==> config.mk <==
export PLATFORM = sky130hd
export DESIGN_NAME = addsub_sat_pipe
export DESIGN_NICKNAME = d
export VERILOG_FILES = /design/src/rtl/addsub_sat_pipe.sv
export SDC_FILE = /design/constraint.sdc
export NUM_CORES = 1
export LEC_CHECK = 0
export CORE_UTILIZATION = 50
export DETAILED_ROUTE_END_ITERATION = 7
export MAX_ROUTING_LAYER = met4
export PLACE_DENSITY = 0.84
export SYNTH_ARGS = -nofsm -noshare
export SYNTH_HDL_FRONTEND = slang
export SYNTH_SLANG_ARGS = --single-unit
==> constraint.sdc <==
create_clock -name clk -period 5.75 [get_ports clk]
set_clock_uncertainty 0.2 [all_clocks]
set_input_delay 1.15 -clock clk [delete_from_list [all_inputs] [get_ports clk]]
set_output_delay 1.15 -clock clk [all_outputs]
set_load 0.01 [all_outputs]
==> src/rtl/addsub_sat_pipe.sv <==
// Pipelined add/sub/abs-diff with signed/unsigned mode, optional saturation and status flags.
// Latency PIPE_STAGES cycles; valid/ready with bubble-collapsing stalls, output held while not ready.
module addsub_sat_pipe #(
  parameter int BIT         = 32,
  parameter int PIPE_STAGES = 2,
  parameter int CNT_W       = 16
) (
  input  logic             clk,
  input  logic             rst_n,
  input  logic             data_in_valid,
  output logic             data_in_ready,
  input  logic [BIT-1:0]   A_in,
  input  logic [BIT-1:0]   B_in,
  input  logic [1:0]       op,
  input  logic             is_signed,
  input  logic             sat_en,
  output logic             data_out_valid,
  input  logic             data_out_ready,
  output logic [BIT-1:0]   C_out,
  output logic             ovf_out,
  output logic             neg_out,
  output logic             zero_out,
  output logic [CNT_W-1:0] ovf_cnt,
  input  logic             ovf_cnt_clr
);

  localparam int W = BIT + 2;
  localparam logic signed [W-1:0] SMAX = {3'b000, {(BIT-1){1'b1}}};
  localparam logic signed [W-1:0] SMIN = {3'b111, {(BIT-1){1'b0}}};
  localparam logic signed [W-1:0] UMAX = {2'b00, {BIT{1'b1}}};

  typedef struct packed {
    logic [BIT-1:0] c;
    logic           ovf;
    logic           neg;
    logic           zero;
  } res_t;

  logic signed [W-1:0] a_x, b_x, r;
  logic                hi, lo;
  res_t                s1;

  // Two guard bits hold every exact result: unsigned sums up to 2^(BIT+1)-2,
  // signed |A-B| up to 2^BIT-1.
  always_comb begin
    a_x = is_signed ? {{2{A_in[BIT-1]}}, A_in} : {2'b00, A_in};
    b_x = is_signed ? {{2{B_in[BIT-1]}}, B_in} : {2'b00, B_in};
    case (op)
      2'b00:   r = a_x + b_x;
      2'b01:   r = a_x - b_x;
      2'b10:   r = b_x - a_x;
      default: r = (a_x >= b_x) ? (a_x - b_x) : (b_x - a_x);
    endcase
    hi = is_signed ? (r > SMAX) : (r > UMAX);
    lo = is_signed ? (r < SMIN) : r[W-1];
    s1.ovf = hi | lo;
    s1.neg = r[W-1];
    s1.c   = r[BIT-1:0];
    if (sat_en && hi) begin
      s1.c = is_signed ? SMAX[BIT-1:0] : UMAX[BIT-1:0];
    end else if (sat_en && lo) begin
      s1.c = is_signed ? SMIN[BIT-1:0] : '0;
    end
    s1.zero = (s1.c == '0);
  end

  logic [PIPE_STAGES-1:0] vld, load, src_vld;
  res_t                   dat     [PIPE_STAGES];
  res_t                   src_dat [PIPE_STAGES];

  // A stage may load unless it and every stage after it are full while the output is stalled.
  always_comb begin
    for (int i = 0; i < PIPE_STAGES; i++) begin
      logic full;
      full = 1'b1;
      for (int j = i; j < PIPE_STAGES; j++) begin
        full = full & vld[j];
      end
      load[i] = data_out_ready | ~full;
    end
  end

  always_comb begin
    src_vld[0] = data_in_valid;
    src_dat[0] = s1;
    for (int i = 1; i < PIPE_STAGES; i++) begin
      src_vld[i] = vld[i-1];
      src_dat[i] = dat[i-1];
    end
  end

  always_ff @(posedge clk) begin
    if (!rst_n) begin
      vld <= '0;
      for (int i = 0; i < PIPE_STAGES; i++) begin
        dat[i] <= '0;
      end
    end else begin
      for (int i = 0; i < PIPE_STAGES; i++) begin
        if (load[i]) begin
          vld[i] <= src_vld[i];
          dat[i] <= src_dat[i];
        end
      end
    end
  end

  assign data_in_ready  = load[0];
  assign data_out_valid = vld[PIPE_STAGES-1];
  assign C_out          = dat[PIPE_STAGES-1].c;
  assign ovf_out        = dat[PIPE_STAGES-1].ovf;
  assign neg_out        = dat[PIPE_STAGES-1].neg;
  assign zero_out       = dat[PIPE_STAGES-1].zero;

  always_ff @(posedge clk) begin
    if (!rst_n || ovf_cnt_clr) begin
      ovf_cnt <= '0;
    end else if (data_out_valid && data_out_ready && ovf_out && (ovf_cnt != '1)) begin
      ovf_cnt <= ovf_cnt + 1'b1;
    end
  end

endmodule

Word-level counts from Yosys, hierarchy flattened
Memory sizes are Yosys's and may differ from the RTL's.
Cells that the tools add are included.
{"block": "totals", "ff_bits": 18, "ram_bits": 70, "inputBits": 73, "out_inout_bits": 53, "wordCells": 51, "mem_count": 1}
{"memory": "dat", "words": 2, "width": 35, "read_ports": 2, "rd_ports_with_merged_regs": 0, "wr": 2, "line_no": "68", "source": "res_t dat [PIPE_STAGES];"}
{"block": "op_classes", "addsub": 4, "order_cmp": 4, "n_eq_ne": 3, "muxes": 19, "bitwise": 8, "reduce_logical": 9}
{"operator": "32-bit two-way mux", "count": 4}
{"operator": "34-bit two-way mux", "count": 3}
{"operator": "34-bit one-hot mux with 3 select lines", "count": 1}
{"operator": "35-bit two-way mux", "count": 2}
{"operator": "34-bit subtractor", "count": 2}
{"operator": "34-bit adder", "count": 1}
{"operator": "34-bit >= comparator", "count": 1}
{"operator": "34-bit by 32-bit > comparator with 1-bit output, second input constant", "count": 1}
{"operator": "34-bit by 33-bit > comparator with 1-bit output, second input constant", "count": 1}
{"operator": "34-bit by 32-bit < comparator with 1-bit output, second input constant", "count": 1}
{"operator": "32-bit logical NOT", "count": 1}
{"operator": "16-bit by 1-bit adder with 16-bit output, second input constant", "count": 1}
{"operator": "16-bit inequality test, second input constant", "count": 1}
{"operator": "1-bit two-way mux", "count": 9}
{"operator": "1-bit logical AND", "count": 5}
{"operator": "1-bit OR", "count": 5}
{"operator": "2-bit by 1-bit equality test with 1-bit output, second input constant", "count": 1}
{"operator": "2-bit equality test, second input constant", "count": 1}
{"operator": "2-bit logical NOT", "count": 1}
{"operator": "1-bit NOT", "count": 2}
{"operator": "1-bit bitwise AND", "count": 1}
{"operator": "1-bit logical NOT", "count": 1}
{"operator": "1-bit logical OR", "count": 1}

Depth between registers and ports, before layout
{"block": "logic_depth", "ltp_word": 11, "depth_mapped": 18, "depth_no_buf": 16}

Least setup slack after synthesis
Ideal clock, no wire load.
{"block": "synth_path", "kind": "input to register", "from": "input port A_in[0]", "to": "memory dat[0][21] in the netlist's numbering, data pin", "setup_time_ns": 0.259, "arrival_time_ns": 4.743, "slack_ns": 0.548, "path_stages": 18, "path_buffers": 2, "path_cell_list": "inv_1 ha_1 inv_1 fa_1 a21o_1 a221o_1 a221o_1 a221o_1 a31oi_4 o21ai_2 a221oi_2 o221ai_2 and2_4 a21oi_4 nand2b_4 buf_6 buf_6 o21ai_2"}
{"item": "from (decl)", "line_no": "12", "source": "input logic [BIT-1:0] A_in,"}
{"item": "to (decl)", "line_no": "68"}

==> metrics.txt <==
syn nets=1,398; number of placement rows=50; maximum level of the CTS H-tree=3; share of the clock period used by the worst path=0.980; cell class contributing the biggest share of worst-path delay=compound AO/OA/AOI/OAI gates; routed via count=10.1k; leakage power=5.37 nW; Die Area=20,200 sq um; via count of the first global-routing pass=about 9.7k; total power of the final layout=2.69 mW; critical-path maximum fanout=7; cell-internal power=1.75 mW; count of endpoints failing hold in the final timing report=0; switching share of power=0.350; Routed Wire Length=33.7 mm; worst flop-to-flop path startpoint=ovf_cnt[0]$_SDFFE_PP0P_; Tmin final=around 5600 ps; critical path data required time=roughly 5800 ps; Antenna diodes=0; latest clock arrival within the worst-skew pair=340 ps; Netlist cell types=81; leftover overflow at the end of global routing=0; most common cell type on the critical path=a221o_1; sequential share of power=0.299; crit path cell chain=clkdlybuf4s50_1 > inv_1 > ha_1 > inv_1 > fa_1 > a21o_1 > a221o_1 > a221o_1 > a221o_1 > a31oi_4 > buf_4 > nor2_1 > o21ai_0 > o221ai_1 > xnor2_1 > nand2b_1 > o22ai_1 > o211a_1; worst supply voltage drop on vdd=0.000158 V; prevailing post-synth register cell=edfxtp_1; CP Class=in2reg; mean instance size in the synthesized netlist=~8.0 sq um; # setup viols final=0; post_cts resized=0; HPWL after detailed placement=27.6 mm; number of sinks handled by clock tree synthesis=88; Die Width=between 100 and 150 microns; remaining routing DRC violations=0; power share of the clock group=0.242; number of max-cap violations=0; critical path endpoint category=register; slew at the pin with the worst max-slew slack=1020 ps; number of buffers inserted by post-CTS setup repair=0; Clock Tree Buf Depth=2; cell at the root of the clock tree=clkbuf_16; quantity of I/O buffers inserted on ports=125; floorplan core area=19,000 sq um; number of instances in the synthesized netlist=1,223; first-pass iteration count of the detailed router=5; I/O pin count=approximately 130; worst hold margin=344 ps; routed len/inst=20.1 microns; WP buf/inv=4; largest stage delay on the critical path=460 ps; floorplan die height=142 microns; global-route wire length before repair=52.1 mm; startpoint of the tightest hold check path=ovf_cnt[15]$_SDFFE_PP0P_; antenna violations before repair=0; number of max-slew violations in the final report=0; CP max-delay cell=clkdlybuf4s50_1; Initial Utilization=0.518; drt via density=6.07; cell total after placement=around 1.7k; share of synthesized flip-flops with an asynchronous set or reset=0; layout overhead on the synthesized area=25.4%; area of the mapped netlist=around 9800 sq um; max frequency=around 180 MHz; gp weighted congestion=between 1 and 1.5; number of enable-type register cells in the synthesized netlist=70; source of the critical timing path=A_in[0]; startpoint types=input pin; total track usage=0.344; number of flip-flops and latches in the synthesized netlist=88; register area share after synthesis=0.251; Net count, final=1,582; combinational power share=0.460; type of the worst min-delay path=reg2reg; fraction of layout cells with a size suffix above 1=0.148; Clock Pin Slew Worst Setup and Hold Paths=60 ps; headroom to the max-slew limit=0.317; TritonCTS clock tree=built; setup repair after global routing missed its margin=no; Yosys Warn Count=0; net switching component of the power=0.941 mW; drt first-iter violations=934; number of CTS-inserted buffers=9; commonest cells after routing, fill and taps aside=a21oi_1 (137), buf_4 (137), clkdlybuf4s50_1 (125), inv_1 (104), nor2_1 (99); hold bufs inserted after CTS=0; status=finished clean; Power Density=218 nW/um^2; Antenna Nets Post-Route=0; largest net degree at the start of global routing=43; endpoint arrival time on the critical path=5650 ps; number of standard cells in the final layout excluding fillers=1,672
[final timing paths]
check                             endpoint  slack [ps]  cells after the start
setup / recovery   dat[0][0]$_SDFFCE_PN0P_         120                     18
setup reg to reg  ovf_cnt[13]$_SDFFE_PP0P_        3060                     10
hold / removal    ovf_cnt[15]$_SDFFE_PP0P_         340                      2
hold reg to reg   ovf_cnt[15]$_SDFFE_PP0P_         340                      2
[power by group through the flow]
stage	logic [mW]	registers, mW	clock network (mW)
after detailed placement	1.20	0.814	0
after floorplan	0.709	0.810	0
after CTS	1.21	0.804	0.652
after global routing	1.32	0.811	0.681
after global placement	1.19	0.811	0
final	1.24	0.804	0.650
[registers in the layout (all words and copies together), names as in the netlist]
name and flops:
dat 70, ovf_cnt 16, vld 2
[logic make-up after synthesis]
family	count (synthesis)	synth area share
AOI/OAI and AO/OA	425	0.293
and+or+nand+nor	356	0.183
buffers and inverters	198	0.0927
muxes	3	0.00306
adders and majority gates	102	0.132
DFF	88	0.251
xor gates and xnor gates	51	0.0455
[worst min-delay path, cell delays in order, from the launching register on]
cell and delay [ps]:
dfxtp_1 340, o21ai_0 90, a21oi_1 60
[per-layer routing]
metal | GRT usage | routed length, microns | vias up
met4 | 0.115 | 1040 | 0
met3 | 0.0347 | 2310 | 77
met1 | 0.442 | 14600 | 4732
met2 | 0.564 | 15800 | 519
met5 | - | 0 | -
li1 | - | - | 4815
[cell type report]
type	count	area [sq um]
Fill cell	1609	6640
Clock inverter	3	40.0
Clock buffer	13	314
Sequential cell	88	2460
Tap cell	260	325
Timing Repair Buffer	264	2320
Inverter	107	402
Multi-Input combinational cell	937	6460
[through the flow]
stage	setup TNS (ps)	setup slack (ps)	util	instance area, sq um
2_1_floorplan	0	548	-	9830
3_3_place_gp	-62.9	-62.9	0.631	12000
3_5_place_dp	-556	-150	0.631	12000
4_1_cts	0	193	0.650	12300
5_1_grt	0	20.1	0.650	12300
6_report	0	117	0.650	12300
[synthesized netlist by cell type (21+ instances only)]
library cell  count  area [sq um]
o21ai_0          65           325
o21ai_2          21           184
buf_4            34           255
inv_1           104           390
a21oi_1         137           686
nor3_1           25           125
xnor2_1          39           342
ha_1             99          1240
edfxtp_1         70          2100
nor2_1           99           372
nand2_1          70           263
nand4_1          28           175
and3_1           48           300
clkbuf_1         45           169
Power figures use the tool's default switching activity.
